--- src/rtl/char_pkg.sv ---
// Shared types and constants for the character motion sequencer.
package char_pkg;

   localparam int unsigned POS_W = 10;
   localparam int unsigned CNT_W = 4;

   typedef enum logic [1:0] {
      ST_GROUND = 2'd0,
      ST_RISE   = 2'd1,
      ST_APEX   = 2'd2,
      ST_FALL   = 2'd3
   } state_e;

   localparam logic [7:0] KEY_A     = 8'h04;
   localparam logic [7:0] KEY_D     = 8'h07;
   localparam logic [7:0] KEY_SPACE = 8'h2C;

   localparam logic [POS_W-1:0] CHAR_SIZE = 10'd4;
   localparam logic [POS_W-1:0] X_START   = 10'd320;
   localparam logic [POS_W-1:0] Y_GROUND  = 10'd296;
   localparam logic [POS_W-1:0] X_MIN     = 10'd4;
   localparam logic [POS_W-1:0] X_MAX     = 10'd635;
   localparam logic [POS_W-1:0] Y_MIN     = 10'd4;
   localparam logic [POS_W-1:0] X_STEP    = 10'd1;
   localparam logic [POS_W-1:0] Y_STEP    = 10'd2;

   localparam int unsigned RISE_FRAMES = 16;
   localparam int unsigned APEX_FRAMES = 4;

   // A key counts as pressed if it appears in either keycode slot.
   function automatic logic key_hit(input logic [7:0] k0, input logic [7:0] k1,
                                    input logic [7:0] key);
      return (k0 == key) || (k1 == key);
   endfunction

endpackage

--- src/rtl/frame_tick_gen.sv ---
// Turns an asynchronous-ish frame strobe into a one-CLK-cycle tick per rising edge.
module frame_tick_gen (
   input  logic CLK,
   input  logic Reset,
   input  logic frame_clk,
   output logic tick
);

   logic fc_q, fc_d;
   logic fc_prev_q, fc_prev_d;

   always_comb begin
      fc_d      = frame_clk;
      fc_prev_d = fc_q;
   end

   always_ff @(posedge CLK) begin
      if (Reset) begin
         fc_q      <= 1'b0;
         fc_prev_q <= 1'b0;
      end else begin
         fc_q      <= fc_d;
         fc_prev_q <= fc_prev_d;
      end
   end

   assign tick = fc_q & ~fc_prev_q;

endmodule

--- src/rtl/char_motion_sequencer.sv ---
// Per-frame character position datapath and ground/rise/apex/fall jump sequencer.
module char_motion_sequencer
   import char_pkg::*;
(
   input  logic             CLK,
   input  logic             Reset,
   input  logic             frame_clk,
   input  logic [7:0]       keycode0,
   input  logic [7:0]       keycode1,
   output logic [POS_W-1:0] CharX,
   output logic [POS_W-1:0] CharY,
   output logic [POS_W-1:0] CharS,
   output logic             airborne,
   output logic [1:0]       HEXstate
);

   localparam logic [CNT_W-1:0] RISE_LAST = CNT_W'(RISE_FRAMES - 1);
   localparam logic [CNT_W-1:0] APEX_LAST = CNT_W'(APEX_FRAMES - 1);

   logic tick;
   logic key_left, key_right, key_jump;

   state_e           state_q, state_d;
   logic [POS_W-1:0] x_q, x_d;
   logic [POS_W-1:0] y_q, y_d;
   logic [CNT_W-1:0] cnt_q, cnt_d;
   logic             armed_q, armed_d;

   logic [POS_W:0] x_dec, x_inc, y_up, y_dn;

   frame_tick_gen u_tick (
      .CLK       (CLK),
      .Reset     (Reset),
      .frame_clk (frame_clk),
      .tick      (tick)
   );

   assign key_left  = key_hit(keycode0, keycode1, KEY_A);
   assign key_right = key_hit(keycode0, keycode1, KEY_D);
   assign key_jump  = key_hit(keycode0, keycode1, KEY_SPACE);

   // Horizontal motion: one extra bit so underflow/overflow is visible before clamping.
   always_comb begin
      x_d   = x_q;
      x_dec = {1'b0, x_q} - {1'b0, X_STEP};
      x_inc = {1'b0, x_q} + {1'b0, X_STEP};
      if (tick) begin
         if (key_left && !key_right) begin
            if (x_dec[POS_W] || (x_dec < {1'b0, X_MIN})) x_d = X_MIN;
            else                                          x_d = x_dec[POS_W-1:0];
         end else if (key_right && !key_left) begin
            if (x_inc > {1'b0, X_MAX}) x_d = X_MAX;
            else                        x_d = x_inc[POS_W-1:0];
         end
      end
   end

   // Jump sequencer and vertical motion.
   always_comb begin
      state_d = state_q;
      y_d     = y_q;
      cnt_d   = cnt_q;
      armed_d = armed_q;
      y_up    = {1'b0, y_q} - {1'b0, Y_STEP};
      y_dn    = {1'b0, y_q} + {1'b0, Y_STEP};
      if (tick) begin
         if (!key_jump) armed_d = 1'b1;
         unique case (state_q)
            ST_GROUND: begin
               y_d = Y_GROUND;
               if (key_jump && armed_q) begin
                  state_d = ST_RISE;
                  cnt_d   = '0;
                  armed_d = 1'b0;
               end
            end
            ST_RISE: begin
               if (y_up[POS_W] || (y_up < {1'b0, Y_MIN})) y_d = Y_MIN;
               else                                        y_d = y_up[POS_W-1:0];
               if (cnt_q == RISE_LAST) begin
                  state_d = ST_APEX;
                  cnt_d   = '0;
               end else begin
                  cnt_d = cnt_q + CNT_W'(1);
               end
            end
            ST_APEX: begin
               if (cnt_q == APEX_LAST) begin
                  state_d = ST_FALL;
                  cnt_d   = '0;
               end else begin
                  cnt_d = cnt_q + CNT_W'(1);
               end
            end
            ST_FALL: begin
               if (y_dn >= {1'b0, Y_GROUND}) begin
                  y_d     = Y_GROUND;
                  state_d = ST_GROUND;
               end else begin
                  y_d = y_dn[POS_W-1:0];
               end
            end
            default: state_d = ST_GROUND;
         endcase
      end
   end

   always_ff @(posedge CLK) begin
      if (Reset) begin
         state_q <= ST_GROUND;
         x_q     <= X_START;
         y_q     <= Y_GROUND;
         cnt_q   <= '0;
         armed_q <= 1'b1;
      end else begin
         state_q <= state_d;
         x_q     <= x_d;
         y_q     <= y_d;
         cnt_q   <= cnt_d;
         armed_q <= armed_d;
      end
   end

   assign CharX    = x_q;
   assign CharY    = y_q;
   assign CharS    = CHAR_SIZE;
   assign HEXstate = state_q;
   assign airborne = (state_q != ST_GROUND);

endmodule

--- config.mk ---
export PLATFORM = sky130hd
export DESIGN_NAME = char_motion_sequencer
export DESIGN_NICKNAME = d
export VERILOG_FILES = /design/src/rtl/char_pkg.sv /design/src/rtl/frame_tick_gen.sv /design/src/rtl/char_motion_sequencer.sv
export SDC_FILE = /design/constraint.sdc
export NUM_CORES = 1
export LEC_CHECK = 0
export BUFFER_PORTS_ARGS = -buffer_cell sky130_fd_sc_hd__buf_2
export CORE_ASPECT_RATIO = 0.75
export CORE_MARGIN = 2
export CORE_UTILIZATION = 40
export DETAILED_ROUTE_END_ITERATION = 10
export GPL_TIMING_DRIVEN = 0
export PLACE_DENSITY_LB_ADDON = 0.25
export SYNTH_ARGS = -nofsm -noshare
export SYNTH_HDL_FRONTEND = slang
export SYNTH_HIERARCHICAL = 1
export SYNTH_SLANG_ARGS = --single-unit
--- constraint.sdc ---
create_clock -name CLK -period 3.4 [get_ports CLK]
set_input_delay 0.68 -clock CLK [delete_from_list [all_inputs] [get_ports CLK]]
set_output_delay 0.68 -clock CLK [all_outputs]
set_load 0.01 [all_outputs]
# After elaboration in Yosys (flattened, before gate mapping)
# Index checks and enable logic that the tools add are counted.
[totals]
regBits = 29
input_bits = 19
out_inout_bits = 33
word_cells = 71
[classes]
n_addsub = 5
order_cmp = 4
eq_ne = 15
mux = 19
n_bitwise = 2
n_reduce_logical = 19
[op_table]
columns = ["op", "n"]
rows = [
  ["$mux 10", 6],
  ["$eq 8x3->1 const B", 4],
  ["$pmux 10 s3", 1],
  ["$lt 11x3->1 const B", 2],
  ["$eq 8x6->1 const B", 2],
  ["$mux 4", 3],
  ["$pmux 4 s3", 1],
  ["$add 10x1->11 const B", 1],
  ["$add 10x2->11 const B", 1],
  ["$ge 11x9->1 const B", 1],
  ["$gt 11x10->1 const B", 1],
  ["$sub 10x1->11 const B", 1],
  ["$sub 10x2->11 const B", 1],
  ["$mux 2", 4],
  ["$ne 2x2->1 const B", 4],
  ["$pmux 2 s4", 1],
  ["$reduce_bool 3->1", 2],
  ["$logic_or 1x1->1", 5],
  ["$reduce_and 5->1", 1],
  ["$add 4x1->4 const B", 1],
  ["$eq 2x2->1 const B", 2],
  ["$eq 4x2->1 const B", 1],
  ["$eq 4x4->1 const B", 1],
  ["$reduce_and 2->1", 2],
  ["9 further kinds", 15],
]

# Longest topological paths before layout
[depth]
ltp_word = 6
depth_mapped = 10
mapped_depth_nobuf = 10

# Hierarchy
# Netlist, hierarchy kept.
[by_module_without_submodules]
columns = ["mod", "n_inst", "cells_each", "area_per_inst_um2", "seq_area_each_um2"]
rows = [
  ["char_motion_sequencer", 1, 375, 2730.1, 520.5],
  ["frame_tick_gen", 1, 5, 61.3, 40.0],
]

# Least setup slack after synthesis
# No wires, ideal clock.
[synth_timing]
kind = "input to register"
start = "input port keycode1[4]"
end = "register x_q[2] (netlist: CharX[2])"
setup_time_ns = 0.101
t_arrival_ns = 2.730
t_required_ns = 3.299
path_slack_ns = 0.569
path_stages = 9
path_buffers = 1
path_cell_list = "or4b_4 > nor3_1 > a32oi_1 > ha_1 > nor2b_1 > clkbuf_1 > nand2_1 > mux2_2 > o41ai_1"
[synth_between]
elab_chain_cells = 6
word_cells_on_any_way = 11
classes_between = "eq/ne (2); mux (1); reduce/logical (8)"
[synth_lines]
columns = ["item", "line_no", "source"]
rows = [
  ["start: declaration", "char_motion_sequencer.sv:9", "input logic [7:0] keycode1,"],
  ["$eq 8x3->1", "char_pkg.sv:33", "return (k0 == key) || (k1 == key);"],
  ["$logic_or 1x1->1", "char_pkg.sv:33", ""],
  ["$logic_not 1->1, on equally long branches", "char_motion_sequencer.sv:48, char_motion_sequencer.sv:51", ""],
  ["$logic_and 1x1->1, on equally long branches", "char_motion_sequencer.sv:48, char_motion_sequencer.sv:51", ""],
  ["$reduce_bool 2->1 (no source line)", "-", ""],
  ["$reduce_and 2->1 (no source line)", "-", ""],
  ["end signal: assignment", "char_motion_sequencer.sv:111", "x_q <= X_START;"],
  ["end signal: assignment", "char_motion_sequencer.sv:117", "x_q <= x_d;"],
  ["end: declaration", "char_motion_sequencer.sv:24", "logic [POS_W-1:0] x_q, x_d;"],
]
# Several ways; a longest one is shown, not always the timed one.
# A chain may end at the register's enable or synchronous reset.

# Worst setup path after layout
[layout_timing]
start = "input port keycode0[4]"
end = "register x_q[1] (netlist: CharX[1])"
[layout_between]
elab_chain_cells = 6
word_cells_on_any_way = 11
classes_between = "eq/ne (2); mux (1); reduce/logical (8)"
[layout_lines]
columns = ["item", "line_no", "source"]
rows = [
  ["start: declaration", "char_motion_sequencer.sv:8", "input logic [7:0] keycode0,"],
  ["$eq 8x3->1", "char_pkg.sv:33", ""],
  ["$logic_or 1x1->1", "char_pkg.sv:33", ""],
  ["$logic_not 1->1, on equally long branches", "char_motion_sequencer.sv:48, char_motion_sequencer.sv:51", ""],
  ["$logic_and 1x1->1, on equally long branches", "char_motion_sequencer.sv:48, char_motion_sequencer.sv:51", ""],
  ["$reduce_bool 2->1 (no source line)", "-", ""],
  ["$reduce_and 2->1 (no source line)", "-", ""],
]
# Several ways; a longest one is shown, not always the timed one.

==> run_results.csv <==
group,metric,value,unit
clock_network,cts_buffer_depth,2,
sta,setup_slack,0.354,ns
clock_network,path_clk_slew,0.11,ns
critical_path,r2r-start,"CharX[0]",
clock_network,h-tree-depth,1,
clock_network,cts.repair.resized,0,
route,first_iter_violations,299,
finish,diodes,0,
floorplan,core.rowCount,26,
finish,seq_area,561,sq um
critical_path,critPathCaptureType,"register",
global_route,grt_first_pass_wirelength,12400,um
floorplan,pin_count,52,
logic_synthesis,yosys_register_bits,28,
critical_path,cp_cell_sequence,"buf_2 > or4b_1 > nor3_1 > a22o_1 > ha_1 > clkbuf_1 > o21ai_1 > a31oi_1 > o21ai_1 > a221oi_1",
sta,setup_violations,0,
route,wl_per_cell,14.9,um
finish,syn2layout_area_growth,14.7,%
sta,relSlewSlack,0.513,
global_route,antenna_found_initial,0,
logic_synthesis,ys.flop_type,"dfxtp_1",
finish,drive_gt1_frac,0.201,
global_route,grt_pass1_vias,2501,
global_route,grt-ovfl-total,0,
sta,fin_crit,3.05,ns
clock_network,cts_hold_buf,0,
power,p_switching,0.188,mW
logic_synthesis,synthesis.area,2790,sq um
placed_design,gp_congestion,0.947,
placed_design,io_buffers,40,
sta,fin_worst_skew,0.00196,ns
run_status,status,"complete, no violations",
finish,final_area,3200,sq um
sta,fmax,0.328,GHz
logic_synthesis,syn_area_per_cell,7.35,sq um
power,ir_worst_vdd,280,uV
critical_path,reg2reg_slack,0.43,ns
power,p_int,0.538,mW
power,power.total,0.726,mW
global_route,grt_usage,0.195,
route,drt_wl_total,7700,um
power,p_seq_frac,0.465,
finish,multi_input_area,1990,sq um
sta,final-hold-violation-count,0,
critical_path,startpoint_type,"input pin",
finish,fin_nets,464,
route,route.antenna.remaining_nets,0,
logic_synthesis,synthMuxAreaShare,0.0260,
power,pwr-share-comb,0.152,
route,drc,0,
logic_synthesis,synth_top_family_by_area,"simple AND/OR/NAND/NOR gates",
logic_synthesis,yosys.area_share.xor_xnor,0.0314,
logic_synthesis,synth-async-reset-ratio,0,
sta,fin_crit_sh,0.896,
clock_network,clock-sinks,28,
logic_synthesis,netlist_instances,380,
logic_synthesis,synth_cell_type_count,76,
floorplan,die_x,100,um
route,avgViaCountPerCell,5.85,
critical_path,crit_fanout,8,
clock_network,root_buffer,"clkbuf_8",
route,dr.pass1.iters,6,
logic_synthesis,synth-edff-count,0,
critical_path,crit_arrival,3.24,ns
logic_synthesis,synth-simple-area-share,0.300,
critical_path,worstSetupEndpoint,"CharX[1]",
power,netSwitchingFraction,0.259,
critical_path,worstSetupPathType,"in2reg",
clock_network,post_cts_buffers,0,
clock_network,insertion_delay,0.28,ns
route,vias,3027,
critical_path,r2r_end,"CharX[5]",
power,power_density,227,nW/um^2
placed_design,place_area,3130,sq um
sta,worst_slew_pin_slew,0.729,ns
logic_synthesis,synth_compound_area_frac,0.291,
critical_path,cpPeakStageDelay,0.55,ns
floorplan,start_util,0.411,
critical_path,cpMaxStageDelayCell,"or4b_1",
finish,nFillCells,668,
sta,tns,0,ns
clock_network,cts_tree,"done",
logic_synthesis,ys.warnings.count,6,
floorplan,die-area,7670,sq um
global_route,grt_max_degree,17,
critical_path,reg2reg_depth,9,
critical_path,crit_path_start,"keycode0[4]",
power,p_leak,1.25,nW
power,p_clk_frac,0.383,
critical_path,cp.required,3.59,ns
placed_design,dp_hpwl,5890,um
sta,grt_setup_unrepaired,"false",
placed_design,pre_cts_ws,0.0555,ns
run,cap_violations,0,
sta,drv_slew,0,
hold_path,hold_path.startpoint,"u_tick/fc_prev_d",
floorplan,core,6800,sq um
floorplan,die_h,76.3,um
logic_synthesis,synth_fa_ha_area_frac,0.0493,
critical_path,crit_path_frequent_cell,"o21ai_1",
logic_synthesis,ys_seq_area_frac,0.201,
hold_path,hold_path.class,"reg2reg",
clock_network,cts_buffers,3,
==> flip-flops by register name (all words and copies together), names as in the netlist <==
| register | count |
|---|---|
| armed_q | 1 |
| HEXstate | 2 |
| CharX | 10 |
| CharY | 9 |
| u_tick/fc_prev_d | 1 |
| u_tick/fc_prev_q | 1 |
| cnt_q | 4 |
==> routing by layer <==
metal	wire length (um)	up-vias	global-route usage	share of wire
li1	-	1490	-	-
met1	3860	1387	0.314	0.50
met2	3090	140	0.273	0.40
met3	675	10	0.0312	0.088
met4	76	0	0.0260	0.0099
met5	0	-	0	0
==> placed cells by master (no fill, tap or decap), drive strengths merged, types with 9 or more instances in the layout <==
cell / n
buf: 60
nand2: 41
dfxtp: 28
nor2: 24
o21ai: 23
a21oi: 20
inv: 19
clkbuf: 18
nand3: 17
nor3: 16
o31ai: 11
ha: 11
conb: 11
a31oi: 9
==> per-stage QoR <==
step	hold WS (ns)	utilization	std cells
2_1_floorplan	0.429	-	389
3_3_place_gp	0.454	0.460	513
3_5_place_dp	0.465	0.460	513
4_1_cts	0.485	0.471	517
5_1_grt	0.497	0.471	517
6_report	0.478	0.471	517
==> logic make-up (layout without fill, tap and decap cells) <==
family | Yosys count | after routing
AND/OR/NAND/NOR | 153 | 153
AO/OA/AOI/OAI | 113 | 113
flip-flops | 28 | 28
XOR/XNOR | 10 | 10
adder cells (fa/ha/maj) | 11 | 11
multiplexers | 7 | 7
buffers and inverters | 56 | 100
other | 2 | 11
==> how the worst min path moves through the flow <==
stage | cells after the start | endpoint
6_report | 1 | u_tick/fc_prev_q
5_1_grt | 1 | u_tick/fc_prev_q
4_1_cts | 1 | u_tick/fc_prev_q
3_5_place_dp | 1 | u_tick/fc_prev_q
3_3_place_gp | 1 | u_tick/fc_prev_q
2_1_floorplan | 1 | u_tick/fc_prev_q
==> final cells by class <==
type	instances	area share
clock buffer	3	0.0129
inverter	19	0.0223
multi-input combinational	305	0.621
tap	84	0.0328
timing repair buffer	40	0.0625
buffer	37	0.0637
clock inverter	1	0.00938
sequential	28	0.175
==> power by group through the flow <==
stage / clock (mW) / combinational [mW] / sequential, mW
after floorplan: 0 / 0.0758 / 0.345
after global placement: 0 / 0.107 / 0.344
after detailed placement: 0 / 0.108 / 0.345
after CTS: 0.285 / 0.108 / 0.337
after global routing: 0.295 / 0.120 / 0.338
final: 0.278 / 0.111 / 0.337
==> cell usage after synthesis, types with 7 or more instances <==
cell | number | area share
a21oi_1 | 20 | 0.036
a31oi_1 | 8 | 0.018
buf_4 | 12 | 0.032
clkbuf_1 | 14 | 0.019
dfxtp_1 | 28 | 0.20
ha_1 | 11 | 0.049
inv_1 | 19 | 0.026
nand2_1 | 41 | 0.055
nand3_1 | 16 | 0.029
nor2_1 | 24 | 0.032
nor2b_1 | 7 | 0.016
nor3_1 | 15 | 0.027
o21ai_0 | 20 | 0.036
o31ai_1 | 11 | 0.030
==> worst max-delay path, delay by kind of cell <==
family / cells / cell delay, ns
AO/OA/AOI/OAI: 5 / 1.23
adder cells (fa/ha/maj): 1 / 0.15
buffers and inverters: 2 / 0.40
AND/OR/NAND/NOR: 2 / 0.78
No activity file was read; power rests on OpenSTA's default activity.
